==> config.mk <==
export PLATFORM = sky130hd
export DESIGN_NAME = clk_div_gen
export DESIGN_NICKNAME = d
export VERILOG_FILES = /design/src/rtl/clk_div_pkg.sv /design/src/rtl/clk_div_chan.sv /design/src/rtl/clk_div_gen.sv
export SDC_FILE = /design/constraint.sdc
export NUM_CORES = 1
export LEC_CHECK = 0
export BUFFER_PORTS_ARGS = -buffer_cell sky130_fd_sc_hd__buf_2
export CORE_AREA = 2 2 108 110
export DETAILED_ROUTE_END_ITERATION = 6
export DIE_AREA = 0 0 110 112
export PLACE_DENSITY = 0.67
export REMOVE_ABC_BUFFERS = 1
export SLEW_MARGIN = 20
export SYNTH_ARGS = -nofsm -noshare
export SYNTH_HDL_FRONTEND = slang
export SYNTH_SLANG_ARGS = --single-unit
==> constraint.sdc <==
create_clock -name clk -period 3.9 [get_ports clk]
set_input_delay 0.39 -clock clk [delete_from_list [all_inputs] [get_ports clk]]
set_output_delay 0.39 -clock clk [all_outputs]
set_load 0.02 [all_outputs]
==> src/rtl/clk_div_pkg.sv <==
// Shared types, reset constants and config sanitising for the clk_div_gen divider family.
package clk_div_pkg;

  localparam int unsigned MIN_PERIOD = 2;
  localparam int unsigned RST_PERIOD = 2;
  localparam int unsigned RST_HIGH   = 1;

  typedef enum logic [1:0] {
    StIdle,
    StRun,
    StStop
  } ch_state_e;

  typedef struct packed {
    logic [31:0] period;
    logic [31:0] high;
  } div_cfg_t;

  // Clamp a requested config so the output always toggles: period >= 2, 1 <= high < period.
  function automatic div_cfg_t sanitize_cfg(input logic [31:0] period, input logic [31:0] high);
    div_cfg_t c;
    c.period = (period < MIN_PERIOD) ? MIN_PERIOD : period;
    c.high   = (high == 32'd0) ? 32'd1 : high;
    if (c.high >= c.period) c.high = c.period - 32'd1;
    return c;
  endfunction

endpackage

==> src/rtl/clk_div_chan.sv <==
// One divider channel: shadow/active config, period counter and IDLE/RUN/STOP sequencing.
module clk_div_chan
  import clk_div_pkg::*;
#(
  parameter int unsigned CNT_W = 8
) (
  input  logic             clk,
  input  logic             rst,
  input  logic             ch_en,
  input  logic             cfg_load,
  input  logic [CNT_W-1:0] cfg_period,
  input  logic [CNT_W-1:0] cfg_high,
  input  logic             phase_sync,
  output logic             clk_out,
  output logic             tick,
  output logic             cfg_pending
);

  ch_state_e        state;
  logic [CNT_W-1:0] cnt;
  logic [CNT_W-1:0] cnt_inc;
  logic [CNT_W-1:0] act_period, act_high;
  logic [CNT_W-1:0] sh_period, sh_high;
  logic             wrap;
  logic             sync;
  logic             apply;
  div_cfg_t         load_cfg;
  logic             unused_load_cfg;

  // Inputs are zero-extended, so the sanitised result always fits back into CNT_W bits.
  assign load_cfg        = sanitize_cfg(32'(cfg_period), 32'(cfg_high));
  assign unused_load_cfg = ^load_cfg;

  assign cnt_inc = cnt + CNT_W'(1);
  assign wrap    = (state != StIdle) && (cnt == act_period - CNT_W'(1));
  assign sync    = (state != StIdle) && phase_sync;
  // A shadow config only lands at a period boundary (or immediately when idle).
  assign apply   = cfg_pending && ((state == StIdle) || wrap || sync);

  always_ff @(posedge clk) begin
    if (rst) begin
      state       <= StIdle;
      cnt         <= '0;
      clk_out     <= 1'b0;
      tick        <= 1'b0;
      cfg_pending <= 1'b0;
      act_period  <= CNT_W'(RST_PERIOD);
      act_high    <= CNT_W'(RST_HIGH);
      sh_period   <= CNT_W'(RST_PERIOD);
      sh_high     <= CNT_W'(RST_HIGH);
    end else begin
      if (apply) begin
        act_period <= sh_period;
        act_high   <= sh_high;
      end
      // A load coinciding with an apply lands in the shadow and waits for the next boundary.
      if (cfg_load) begin
        sh_period   <= CNT_W'(load_cfg.period);
        sh_high     <= CNT_W'(load_cfg.high);
        cfg_pending <= 1'b1;
      end else if (apply) begin
        cfg_pending <= 1'b0;
      end

      unique case (state)
        StIdle: begin
          cnt <= '0;
          if (ch_en) begin
            state   <= StRun;
            clk_out <= 1'b1;
            tick    <= 1'b1;
          end else begin
            clk_out <= 1'b0;
            tick    <= 1'b0;
          end
        end
        StRun, StStop: begin
          if (sync || (wrap && ch_en)) begin
            state   <= ch_en ? StRun : StStop;
            cnt     <= '0;
            clk_out <= 1'b1;
            tick    <= 1'b1;
          end else if (wrap) begin
            state   <= StIdle;
            cnt     <= '0;
            clk_out <= 1'b0;
            tick    <= 1'b0;
          end else begin
            state   <= ch_en ? StRun : StStop;
            cnt     <= cnt_inc;
            clk_out <= (cnt_inc < act_high);
            tick    <= 1'b0;
          end
        end
        default: begin
          state   <= StIdle;
          cnt     <= '0;
          clk_out <= 1'b0;
          tick    <= 1'b0;
        end
      endcase
    end
  end

endmodule

==> src/rtl/clk_div_gen.sv <==
// Multi-channel programmable clock divider with glitch-free config apply at period boundaries.
// Define CLK_DIV_PHASE_ALIGN_EN to add the phase_sync input that realigns all running channels.
module clk_div_gen
  import clk_div_pkg::*;
#(
  parameter int unsigned NUM_CH = 2,
  parameter int unsigned CNT_W  = 8
) (
  input  logic                    clk,
  input  logic                    rst,
  input  logic [NUM_CH-1:0]       ch_en,
  input  logic [NUM_CH-1:0]       cfg_load,
  input  logic [NUM_CH*CNT_W-1:0] cfg_period,
  input  logic [NUM_CH*CNT_W-1:0] cfg_high,
`ifdef CLK_DIV_PHASE_ALIGN_EN
  input  logic                    phase_sync,
`endif
  output logic [NUM_CH-1:0]       clk_out,
  output logic [NUM_CH-1:0]       tick,
  output logic [NUM_CH-1:0]       cfg_pending
);

  logic sync_pulse;

`ifdef CLK_DIV_PHASE_ALIGN_EN
  assign sync_pulse = phase_sync;
`else
  assign sync_pulse = 1'b0;
`endif

  for (genvar i = 0; i < NUM_CH; i++) begin : g_ch
    clk_div_chan #(
      .CNT_W(CNT_W)
    ) u_chan (
      .clk        (clk),
      .rst        (rst),
      .ch_en      (ch_en[i]),
      .cfg_load   (cfg_load[i]),
      .cfg_period (cfg_period[i*CNT_W +: CNT_W]),
      .cfg_high   (cfg_high[i*CNT_W +: CNT_W]),
      .phase_sync (sync_pulse),
      .clk_out    (clk_out[i]),
      .tick       (tick[i]),
      .cfg_pending(cfg_pending[i])
    );
  end

endmodule

==> summary.md <==
| Metric | Value |
|---|---|
| First-pass GRT wire length | `19120 um` |
| Area contributors post-synth | `dfxtp_1 (33%), ha_1 (9.2%), mux2i_1 (6.1%)` |
| Crit path cell chain | `buf_2, or3_1, or3_1, o31a_1, ha_1, nand2b_1, a21o_1, a21oi_1, o21ai_0, buf_4, nor4b_1, a311o_1` |
| Die Ht | `112 um` |
| Setup TNS | `0 ns` |
| Port Buffers | `43` |
| Worst hold start | `ch_en[0]` |
| GP Congestion | `0.8674` |
| # diodes | `0` |
| FF+latch count, synth | `90` |
| Initial Utilization | `48.73%` |
| CP delay by family, top | `simple AND/OR/NAND/NOR gates` |
| Leakage Power | `2.474 nW` |
| Worst setup margin | `0.9817 ns` |
| Post-synthesis to final-layout area growth | `9.375%` |
| GRT Total Usage | `19.27%` |
| Largest net degree at the start of global routing | `51` |
| Busiest grt layer | `met2` |
| Layout cells sized above 1 | `12.62%` |
| Reg2reg start | `g_ch[1].u_chan.act_period[0]$_SDFFE_PP0P_` |
| Insertion delay to the later sink of the worst-skew pair | `0.34 ns` |
| CP Capture Type | `flip-flop` |
| Cells after DPL | `777` |
| Slowest stage delay, CP | `0.40 ns` |
| Synth Warn # | `0` |
| # fillers | `1001` |
| Via count of the first global-routing pass | `4095` |
| Hold buffers post-CTS | `0` |
| Max Cap Violations | `0` |
| Final nets | `723` |
| Die W | `110 um` |
| Core Box Area | `0.01117 mm^2` |
| # H-tree levels | `3` |
| Slew HR | `48.12%` |
| Hold_ws | `0.2338 ns` |
| Largest family of logic cells by synthesized area | `simple AND/OR/NAND/NOR gates` |
| Area share of the largest cell type after synthesis | `33.09%` |
| Routed wire length | `11250 um` |
| Clock slew at reported path FFs | `0.07 ns` |
| First-pass DRT Iterations | `4` |
| Post-CTS setup buffer count | `0` |
| Fin. max-slew vios | `0` |
| Compound-cell area share of the yosys netlist | `14.73%` |
| Final Skew | `0.01056 ns` |
| Syn avg cell area | `8.630 um^2` |
| Reg2reg end | `g_ch[1].u_chan.cnt[5]$_SDFF_PP0_` |
| Worst Setup Start Kind | `input pin` |
| Final instance area | `0.005956 mm^2` |
| Slowest cell on crit path | `or3_1` |
| Distinct cell type count after synthesis | `66` |
| Outcome | `finished clean` |
| Remaining DRCs | `0` |
| GR Layer Usage met1 | `27.24%` |
| Worst Path Max Fanout | `14` |
| Count of final setup violators | `0` |
| R2R depth | `8` |
| CTS tree | `built` |
| Measured slew at the worst slew-check pin | `0.7783 ns` |
| Critical path type | `input pin to flip-flop` |
| # rows | `39` |
| DIE AREA | `0.01232 mm^2` |
| Period Utilization, post-route | `74.83%` |
| Via-to-Cell Ratio | `5.362` |
| Clk buf depth | `2` |
| Async SR Flop Fraction | `0%` |
| R2R setup slack | `1.43 ns` |
| RSZ-0062 raised after global routing | `false` |
| Cells after Synth | `631` |
| Min Tclk post-route | `2.918 ns` |
| Synth Flop Type | `dfxtp_1` |
| Fin util | `53.30%` |
| Placed Area | `0.005644 mm^2` |
| Multi-input gate area | `0.003219 mm^2` |
| Crit path required time | `4.14 ns` |
| Vias | `4252` |
| Met3 Resource Use GR | `2.635%` |
| M2 GR Usage | `29.94%` |
| Initial DRC Count | `147` |
| CP arrival | `3.15 ns` |
| Max Clk Rate | `342.7 MHz` |
| WHS Endpoint | `g_ch[0].u_chan.state[1]$_SDFFE_PP0P_` |
| Peak supply drop | `0.0002223 V` |
| CTS Buf Count | `9` |
| Initial antenna violation count | `0` |
| Layout Cells excl Fill | `793` |
| Most frequent cells in the layout | `dfxtp_1 (90), nor2_1 (54), inv_1 (51)` |
| Yosys top cell by area | `dfxtp_1` |
| Post-DP HPWL | `8421 um` |
| Tot Pwr | `2.218 mW` |
| Cell mode on critical path | `or3_1` |
| Post-detailed-route count of antenna-violating nets | `0` |
| Post-Synth Adder-Cell Area | `9.191%` |
| CTS root buf | `clkbuf_16` |
| Overflow left after global routing | `0` |
| Power Dens Cells | `372.3 mW/mm^2` |
| Syn Std Cell Area | `0.005445 mm^2` |
| Hold Vio Cnt, Final | `0` |
| Worst min path class | `input pin to flip-flop` |
| CTS resizes | `0` |
| Mux share of post-synthesis cell area | `6.273%` |
| Storage element area | `0.001802 mm^2` |
| CTS sink cnt | `90` |
| Average wire per standard cell | `14.18 um` |
| CP bufs+invs | `2` |
| Pre-CTS WS | `0.6385 ns` |
| Commonest non-fill, non-tap cell in the layout | `dfxtp_1` |
| Register area share after synthesis | `33.09%` |
| Io pins | `44` |
| Synth Area in Simple Gates | `22.66%` |
| Hold path cells | `2` |
| Number of flops mapped to enable cells by yosys | `0` |
| Post-synthesis xor/xnor area fraction | `6.273%` |
## synth_stat cells (8+ instances only)
cell,n
and3_1,8
mux2i_1,33
ha_1,40
a21oi_1,17
dfxtp_1,90
xor2_1,13
o21ai_0,16
nor2b_1,16
nor3_1,23
o2bb2ai_1,15
nand3_1,11
nor3b_1,10
nor2_1,54
nand2_1,32
inv_1,51
nand2b_1,45
clkbuf_1,31
xnor2_1,26
a311o_1,11
## logic make-up after synthesis
| group | after synthesis |
|---|---|
| buffers and inverters | 96 |
| muxes | 34 |
| xor gates and xnor gates | 39 |
| AOI/OAI and AO/OA | 105 |
| adders and majority gates | 40 |
| DFF | 90 |
| and+or+nand+nor | 227 |
## registers in the layout, summed over array words and instances (netlist names)
| register | cells |
|---|---|
| g_ch.u_chan.cfg_pending | 2 |
| g_ch.u_chan.act_period | 16 |
| g_ch.u_chan.sh_high | 16 |
| g_ch.u_chan.tick | 2 |
| g_ch.u_chan.sh_period | 16 |
| g_ch.u_chan.act_high | 16 |
| g_ch.u_chan.state | 4 |
| g_ch.u_chan.clk_out | 2 |
| g_ch.u_chan.cnt | 16 |
## power breakdown
| part | internal (mW) | switching [mW] | total [mW] |
|---|---|---|---|
| sequential | 0.965 | 0.0311 | 0.996 |
| combinational | 0.143 | 0.183 | 0.326 |
| clock | 0.521 | 0.375 | 0.896 |
## layer usage
metal | up-vias | part of all wire [%] | routed length, um
met5 | - | 0 | 0
met3 | 8 | 3.0 | 334
met4 | 0 | 1.6 | 175
met2 | 64 | 45 | 5082
li1 | 2195 | - | -
met1 | 1985 | 50 | 5653
## final cells by class
type                            instances  area share [%]
Clock buffer                           10           4.013
Clock inverter                          6           1.218
Sequential cell                        90           30.25
Timing Repair Buffer                   48           4.244
Tap cell                              143           3.004
Inverter                               51           3.214
Multi-Input combinational cell        445           54.05
## worst max path at each step
stage / start / endpoint / cells after the start
after floorplan: cfg_period[13] / g_ch[1].u_chan.sh_high[0]$_SDFFE_PP1P_ / 10
after global placement: cfg_period[13] / g_ch[1].u_chan.sh_high[1]$_SDFFE_PP0P_ / 12
after detailed placement: cfg_period[13] / g_ch[1].u_chan.sh_high[1]$_SDFFE_PP0P_ / 12
after CTS: cfg_period[13] / g_ch[1].u_chan.sh_high[1]$_SDFFE_PP0P_ / 12
after global routing: cfg_period[13] / g_ch[1].u_chan.sh_high[1]$_SDFFE_PP0P_ / 12
final: cfg_period[13] / g_ch[1].u_chan.sh_high[1]$_SDFFE_PP0P_ / 12
Power figures use the tool's default switching activity.
